File: config.mk
export PLATFORM = sky130hd
export DESIGN_NAME = perf_counter_csr_reader
export DESIGN_NICKNAME = d
export VERILOG_FILES = /design/src/rtl/perf_counter_csr_reader.sv
export SDC_FILE = /design/constraint.sdc
export NUM_CORES = 1
export LEC_CHECK = 0
export ABC_AREA = 0
export BUFFER_PORTS_ARGS = -buffer_cell sky130_fd_sc_hd__buf_2
export CAP_MARGIN = 20
export CELL_PAD_IN_SITES_DETAIL_PLACEMENT = 0
export CELL_PAD_IN_SITES_GLOBAL_PLACEMENT = 1
export CORE_MARGIN = 4
export CORE_UTILIZATION = 35
export CTS_CLUSTER_DIAMETER = 80
export DETAILED_ROUTE_END_ITERATION = 6
export PLACE_DENSITY_LB_ADDON = 0.08
export SLEW_MARGIN = 20
export SYNTH_ARGS = -nofsm -noshare
export SYNTH_HDL_FRONTEND = slang
export SYNTH_SLANG_ARGS = --single-unit
File: constraint.sdc
create_clock -name clk -period 5.1 [get_ports clk]
set_clock_uncertainty 0.05 [all_clocks]
set_input_delay 0.255 -clock clk [delete_from_list [all_inputs] [get_ports clk]]
set_output_delay 0.255 -clock clk [all_outputs]
set_load 0.02 [all_outputs]
File: src/rtl/perf_counter_csr_reader.sv
// Performance counter bank (cycle + NUM_EV events) with a 32-bit req/ack CSR read port.
// A lo-half read snapshots the hi half into a per-counter shadow so lo-then-hi pairs are atomic.
module perf_counter_csr_reader #(
  parameter int NUM_EV = 5,
  parameter int CNT_W  = 64
) (
  input  logic              clk,
  input  logic              reset,
  input  logic [NUM_EV-1:0] ev_in,
  input  logic [NUM_EV:0]   inhibit,
  input  logic              clr_all,
  input  logic              rd_req,
  input  logic [11:0]       rd_addr,
  output logic              rd_ready,
  output logic              rd_valid,
  output logic [31:0]       rd_data,
  output logic              rd_err,
  input  logic              rd_ack
);

  localparam int NUM_CNT = NUM_EV + 1;
  localparam int HI_W    = CNT_W - 32;
  localparam int IDX_W   = (NUM_CNT > 1) ? $clog2(NUM_CNT) : 1;

  typedef enum logic {IDLE, RESP} state_t;

  state_t                         state;
  logic [NUM_CNT-1:0][CNT_W-1:0]  cnt_q;
  logic [NUM_CNT-1:0][31:0]       shadow_q;
  logic [NUM_CNT-1:0]             inc;

  logic [6:0]       reg_n;
  logic             hit;
  logic             hi_sel;
  logic [IDX_W-1:0] idx;
  logic [31:0]      hi_ext;
  logic             accept;

  // Counter 0 is the cycle counter; counter i+1 follows ev_in[i].
  assign inc    = {ev_in & ~inhibit[NUM_EV:1], ~inhibit[0]};
  assign accept = rd_req & rd_ready;
  assign reg_n  = rd_addr[6:0];
  assign hi_sel = rd_addr[7];

  // NOTE: every signal driven here gets a default first so no latch is inferred.
  always_comb begin
    hit = 1'b0;
    idx = '0;
    if (rd_addr[11:8] == 4'hB) begin
      if (reg_n == 7'd0) begin
        hit = 1'b1;
      end else if (reg_n >= 7'd3 && reg_n <= 7'(NUM_EV + 2)) begin
        hit = 1'b1;
        idx = IDX_W'(reg_n - 7'd2);
      end
    end
  end

  always_comb begin
    hi_ext = '0;
    hi_ext[HI_W-1:0] = cnt_q[idx][CNT_W-1:32];
  end

  // NOTE: the shadow array is small register state, so it is reset like any other flop.
  always_ff @(posedge clk) begin
    if (reset) begin
      cnt_q    <= '0;
      shadow_q <= '0;
    end else begin
      for (int i = 0; i < NUM_CNT; i++) begin
        if (clr_all)     cnt_q[i] <= '0;
        else if (inc[i]) cnt_q[i] <= cnt_q[i] + 1'b1;
      end
      if (clr_all)
        shadow_q <= '0;
      else if (accept && hit && !hi_sel)
        shadow_q[idx] <= hi_ext;
    end
  end

  // NOTE: non-blocking assignments keep every read of cnt_q/shadow_q on the pre-edge value.
  always_ff @(posedge clk) begin
    if (reset) begin
      state    <= IDLE;
      rd_ready <= 1'b1;
      rd_valid <= 1'b0;
      rd_data  <= '0;
      rd_err   <= 1'b0;
    end else begin
      case (state)
        IDLE: begin
          if (rd_req) begin
            state    <= RESP;
            rd_ready <= 1'b0;
            rd_valid <= 1'b1;
            rd_err   <= ~hit;
            if (!hit)        rd_data <= '0;
            else if (hi_sel) rd_data <= shadow_q[idx];
            else             rd_data <= cnt_q[idx][31:0];
          end
        end
        RESP: begin
          // Response is held untouched until the consumer acks; new requests are dropped.
          if (rd_ack) begin
            state    <= IDLE;
            rd_ready <= 1'b1;
            rd_valid <= 1'b0;
          end
        end
        default: begin
          state    <= IDLE;
          rd_ready <= 1'b1;
          rd_valid <= 1'b0;
        end
      endcase
    end
  end

endmodule
* Word level (Yosys, flattened, before mapping)
Cells that the tools add are included.
Widths: inputs -> output; s select.
** Word-level totals
- Register bits :: 612
- Bits of input ports :: 28
- Output and inout bits :: 35
** Operators by class
- Add/sub/neg operators :: 7
- Order comparisons :: 4
- Equality and inequality tests :: 3
- Multiplexer cells :: 24
- Bitwise gates (word level) :: 5
- Reduce and logical (&&, ||, !) cells :: 9
** Operators with widths (number)
- $add 64x1->64 const B :: 6
- $bmux 64 s3 :: 1
- $bwmux 192 :: 1
- $mux 32 :: 4
- $bmux 32 s3 :: 1
- $demux 32 s3 :: 1
- $mux 64 :: 1
- $mux 1 :: 9
- $mux 3 :: 3
- $ge 7x2->1 const B :: 1
- $le 7x3->1 const B :: 1
- $logic_not 7->1 :: 1
- $pmux 1 s2 :: 3
- $and 5x5->5 :: 1
- $not 5->5 :: 1
- $eq 4x4->1 const B :: 1
- $logic_and 1x1->1 :: 4
- $lt 3x4->1 const B :: 1
- $ne 2x2->1 const B :: 2
- $reduce_and 2->1 :: 2
- $ge 3x1->1 const B :: 1
- $sub 3x2->3 const B :: 1
- $not 1->1 :: 2
- $reduce_or 2->1 :: 1
- 2 further kinds :: 2

* Depth between registers and ports, before layout
- Word-level depth :: 10
- Depth in mapped cells :: 12

* Least setup slack after synthesis
Ideal clock, no wire load.
- Path type :: input to register
- Start point :: in rd_addr[2]
- End point :: reg shadow_q[5] (netlist bit)
- Library setup time :: 0.139 ns
- Data arrival time :: 2.368 ns
- Data required time :: 4.911 ns
- Setup slack :: 2.543 ns
- Cell stages on the path :: 11
- Cell sequence :: buf_2 inv_1 ha_1 o2bb2ai_1 a211oi_2 nand2_1 buf_2 buf_2 o21ai_0 a211oi_1 a21oi_1
** On the way
- Cells in the longest elaborated chain, start to end :: 10
- Elaborated cells on any way between the ends :: 21
** Ends and longest elaborated chain
- start: declaration :: line 13 : input logic [11:0] rd_addr,
- $ge 7x2->1 or $le 7x3->1 (tied branches) :: line 52 : end else if (reg_n >= 7'd3 && reg_n <= 7'(NUM_EV + 2)) begin
- $logic_and 1x1->1 :: line 52
- $mux 3 :: line 52
- $mux 3 :: line 50 : if (reg_n == 7'd0) begin
- $mux 3 :: line 49 : if (rd_addr[11:8] == 4'hB) begin
- $lt 3x4->1 (implied by the code) or $ge 3x1->1 (tied branches) :: line 77 : shadow_q[idx] <= hi_ext;
- $logic_and 1x1->1 (implied by the code) :: line 77
- $mux 32 (implied by the code) :: line 77
- $demux 32 s3 :: line 77
- $bwmux 192 :: line 77
- end signal: indexed assignment :: line 77
- end: declaration :: line 29 : logic [NUM_CNT-1:0][31:0] shadow_q;
Parallel ways exist; a longest one is shown, timed or not. The select of a mux whose other input is x is not followed.
A chain may end at the register's enable or synchronous reset.

* Worst setup path after layout
- Start point :: reg state
- End point :: reg rd_data[25]
** On the way
- Cells in the longest elaborated chain, start to end :: 2
** Ends and longest elaborated chain
- start: declaration :: line 27 : state_t state;
- start signal: assignment :: line 84 : state <= IDLE;
- start signal: assignment :: line 93 : state <= RESP;
- start signal: assignment :: line 105 : state <= IDLE;
- $not 1->1
- $reduce_and 2->1 (no source line)
- end signal: assignment :: line 98 : else if (hi_sel) rd_data <= shadow_q[idx];
- end signal: assignment :: line 99 : else rd_data <= cnt_q[idx][31:0];
- end: declaration :: line 16 : output logic [31:0] rd_data,
Every way passes these cells.

==> metrics <==
min Tclk post-route=3.46 ns; clk_lat worst skew=0.63 ns; R2R Setup Slk=1.64 ns; worst path required time=between 5 and 6 ns; Pwr Density=310 nW/um^2; slowest stage delay, CP=0.77 ns; TritonCTS clock tree=yes; ys flop type=dfxtp_1; fill count=8320; library cells used by synthesis=between 60 and 70; wire per inst=around 25 um; Die ar.=87700 um^2; routed wl met3=7520 um; Final Max Tran Viols=0; Reg2Reg Depth=6; FF+latch count, synth=between 600 and 700; First DRT Iteration DRCs=2615; Critical Path AT=3.98 ns; hold_ws=0.0235 ns; gpl congestion=0.869; largest net degree at the start of global routing=196; Die H=296 um; final total power=10.3 mW; vias in the first global route=roughly 25000; most frequent cells in the layout=dfxtp_1, nor2_1, nand3_1; asr flop ratio synth=0; Slew HR=0.252; Max FO, Critical Path=9; Final Cycle Share=0.678; reg2reg start=state; kind of critical path=flop to flop; Post-Place Setup Slack=1.28 ns; initial core utilization=0.354; Via density=5.78; Max-cap violations=0; VDD IR-drop max=0.252 mV; post-placement cell count=between 4000 and 5000; total number of vias=26800; final setup margin=1.64 ns; Cell Rows=105; clock root buffer master=clkbuf_16; LEAKAGE=11.1 nW; Critical R2R Capture=rd_data[25]; Synth Warn #=0; Hold Path Depth=4; width of the die=296 um; fmax=289 MHz; status=completed; Hold Path End=cnt_q[192]; HP Start=inhibit[3]; fin cells=4640; Worst-path clk slew=0.06 ns; Worst setup EP type=flop; H-tree levels=3; Worst Hold Class=primary input to flop; total negative slack=0 ns; initial antenna violation count=9; Post-Synthesis Cells=around 3500; antenna viol nets, final=0; Clock Tree Buf Depth=3; global route overflow=0; Final HPWL DP=a little over 80000 um; routed wl met2=51100 um; Port Buf Inserts=62; cts bufs inserted=74; CP max-delay cell=nor2b_1; fraction of final layout cells sized beyond drive strength 1=0.0869; core area=82100 um^2; RSZ-0062 raised after global routing=no; commonest non-fill, non-tap cell in the layout=dfxtp_1; clk sinks=~610; syn avg cell area=8.23 um^2; final WL=114000 um; GRT Total Usage=0.254; drt pass-1 iters=5; first-pass GRT wire length=approximately 170000 um; Synth-to-Final Area Change=14.1%; syn nets=between 3000 and 4000; number of synthesized flops with an enable pin=0; critical-path cell list=nor2b_1 -> o2111ai_1 -> or3_1 -> a2111oi_0 -> buf_4 -> a211o_1; Max Used Layer=met5; number of top-level pins=between 60 and 70; Final Hold Viols=0; post-synthesis cell area=29000 um^2; met1 WL=49100 um; Seq/Total Area, Yosys=0.422; critical path startpoint category=flop; Final #Nets=3548; Setup-failing EPs final=0; drt drc=0; worst-margin pin slew=1.11 ns
-- worst max path at each step --
stage                     slack, ns   startpoint  cells past startpoint     endpoint
after floorplan                2.54   rd_addr[2]                     11  shadow_q[5]
after global placement         1.29   rd_addr[2]                     11  rd_data[25]
after detailed placement       1.28  rd_addr[10]                      9  rd_data[25]
after CTS                      1.80   cnt_q[257]                      7   cnt_q[318]
after global routing           1.56   cnt_q[257]                      7   cnt_q[318]
final                          1.64        state                      6  rd_data[25]
-- worst max-delay path, delay by kind of cell, from the launching register on --
family,cells,cell delay (ns)
AOI/OAI and AO/OA,3,1.22
buffers and inverters,1,0.26
and+or+nand+nor,2,1.52
DFF,1,0.34
-- what timing repair did --
action,4_1_cts,5_1_grt
hold endpoints to repair,13,0
buffers inserted,0,0
hold buffers,8,0
gates resized for setup,0,0
-- power by group --
part           internal [mW]  leakage [nW]  switching [mW]
clock                   3.08          1.18            2.19
combinational         0.0519          4.98           0.168
sequential              4.79          4.93         0.00586
total                   7.92          11.1            2.36
-- layer usage --
| layer | vias to the layer above | track usage |
|---|---|---|
| met5 | - | 0 |
| met4 | 8 | 0.118 |
| met3 | 219 | 0.0512 |
| met2 | 850 | 0.400 |
| met1 | 13000 | 0.336 |
| li1 | 12700 | - |
-- registers in the layout, indices dropped and copies added, names as in the netlist --
signal    cells
cnt_q       384
rd_data      32
rd_err        1
rd_ready      1
rd_valid      1
shadow_q    192
state         1
-- final cells by class --
type,count,area [um^2],share of cell area
clock buffer,113,2200,0.0664
tap,1070,1340,0.0404
multi-input combinational,2634,15900,0.480
sequential,612,12300,0.370
timing repair buffer,154,1130,0.0342
inverter,36,135,0.00408
antenna,1,2.50,0.0000755
clock inverter,20,186,0.00563
-- cell families after synthesis --
group,after synthesis,synth area share
xor gates and xnor gates,328,0.0989
buffers and inverters,283,0.0379
AOI/OAI and AO/OA,842,0.174
adders and majority gates,8,0.00345
DFF,612,0.422
and+or+nand+nor,1401,0.245
muxes,55,0.0191
-- through the flow --
stage	utilization	cell area, um^2
after floorplan	-	29000
after global placement	0.373	30700
after detailed placement	0.373	30700
after CTS	0.403	33100
after global routing	0.404	33100
final	0.404	33100
-- synth_stat cells, types with 56 or more instances --
| master | n | area (um^2) |
|---|---|---|
| xor2_1 | 258 | 2260 |
| xnor2_1 | 70 | 613 |
| o21ai_0 | 293 | 1470 |
| nor2_1 | 391 | 1470 |
| nand3_1 | 311 | 1560 |
| nand4_1 | 159 | 995 |
| a221oi_1 | 56 | 490 |
| and4_1 | 56 | 490 |
| and3_1 | 79 | 494 |
| nand2_1 | 212 | 796 |
| a21oi_1 | 284 | 1420 |
| dfxtp_1 | 612 | 12300 |
| clkbuf_1 | 202 | 758 |
| or3_1 | 56 | 350 |
Note: power is estimated with default switching activity, not from simulation.
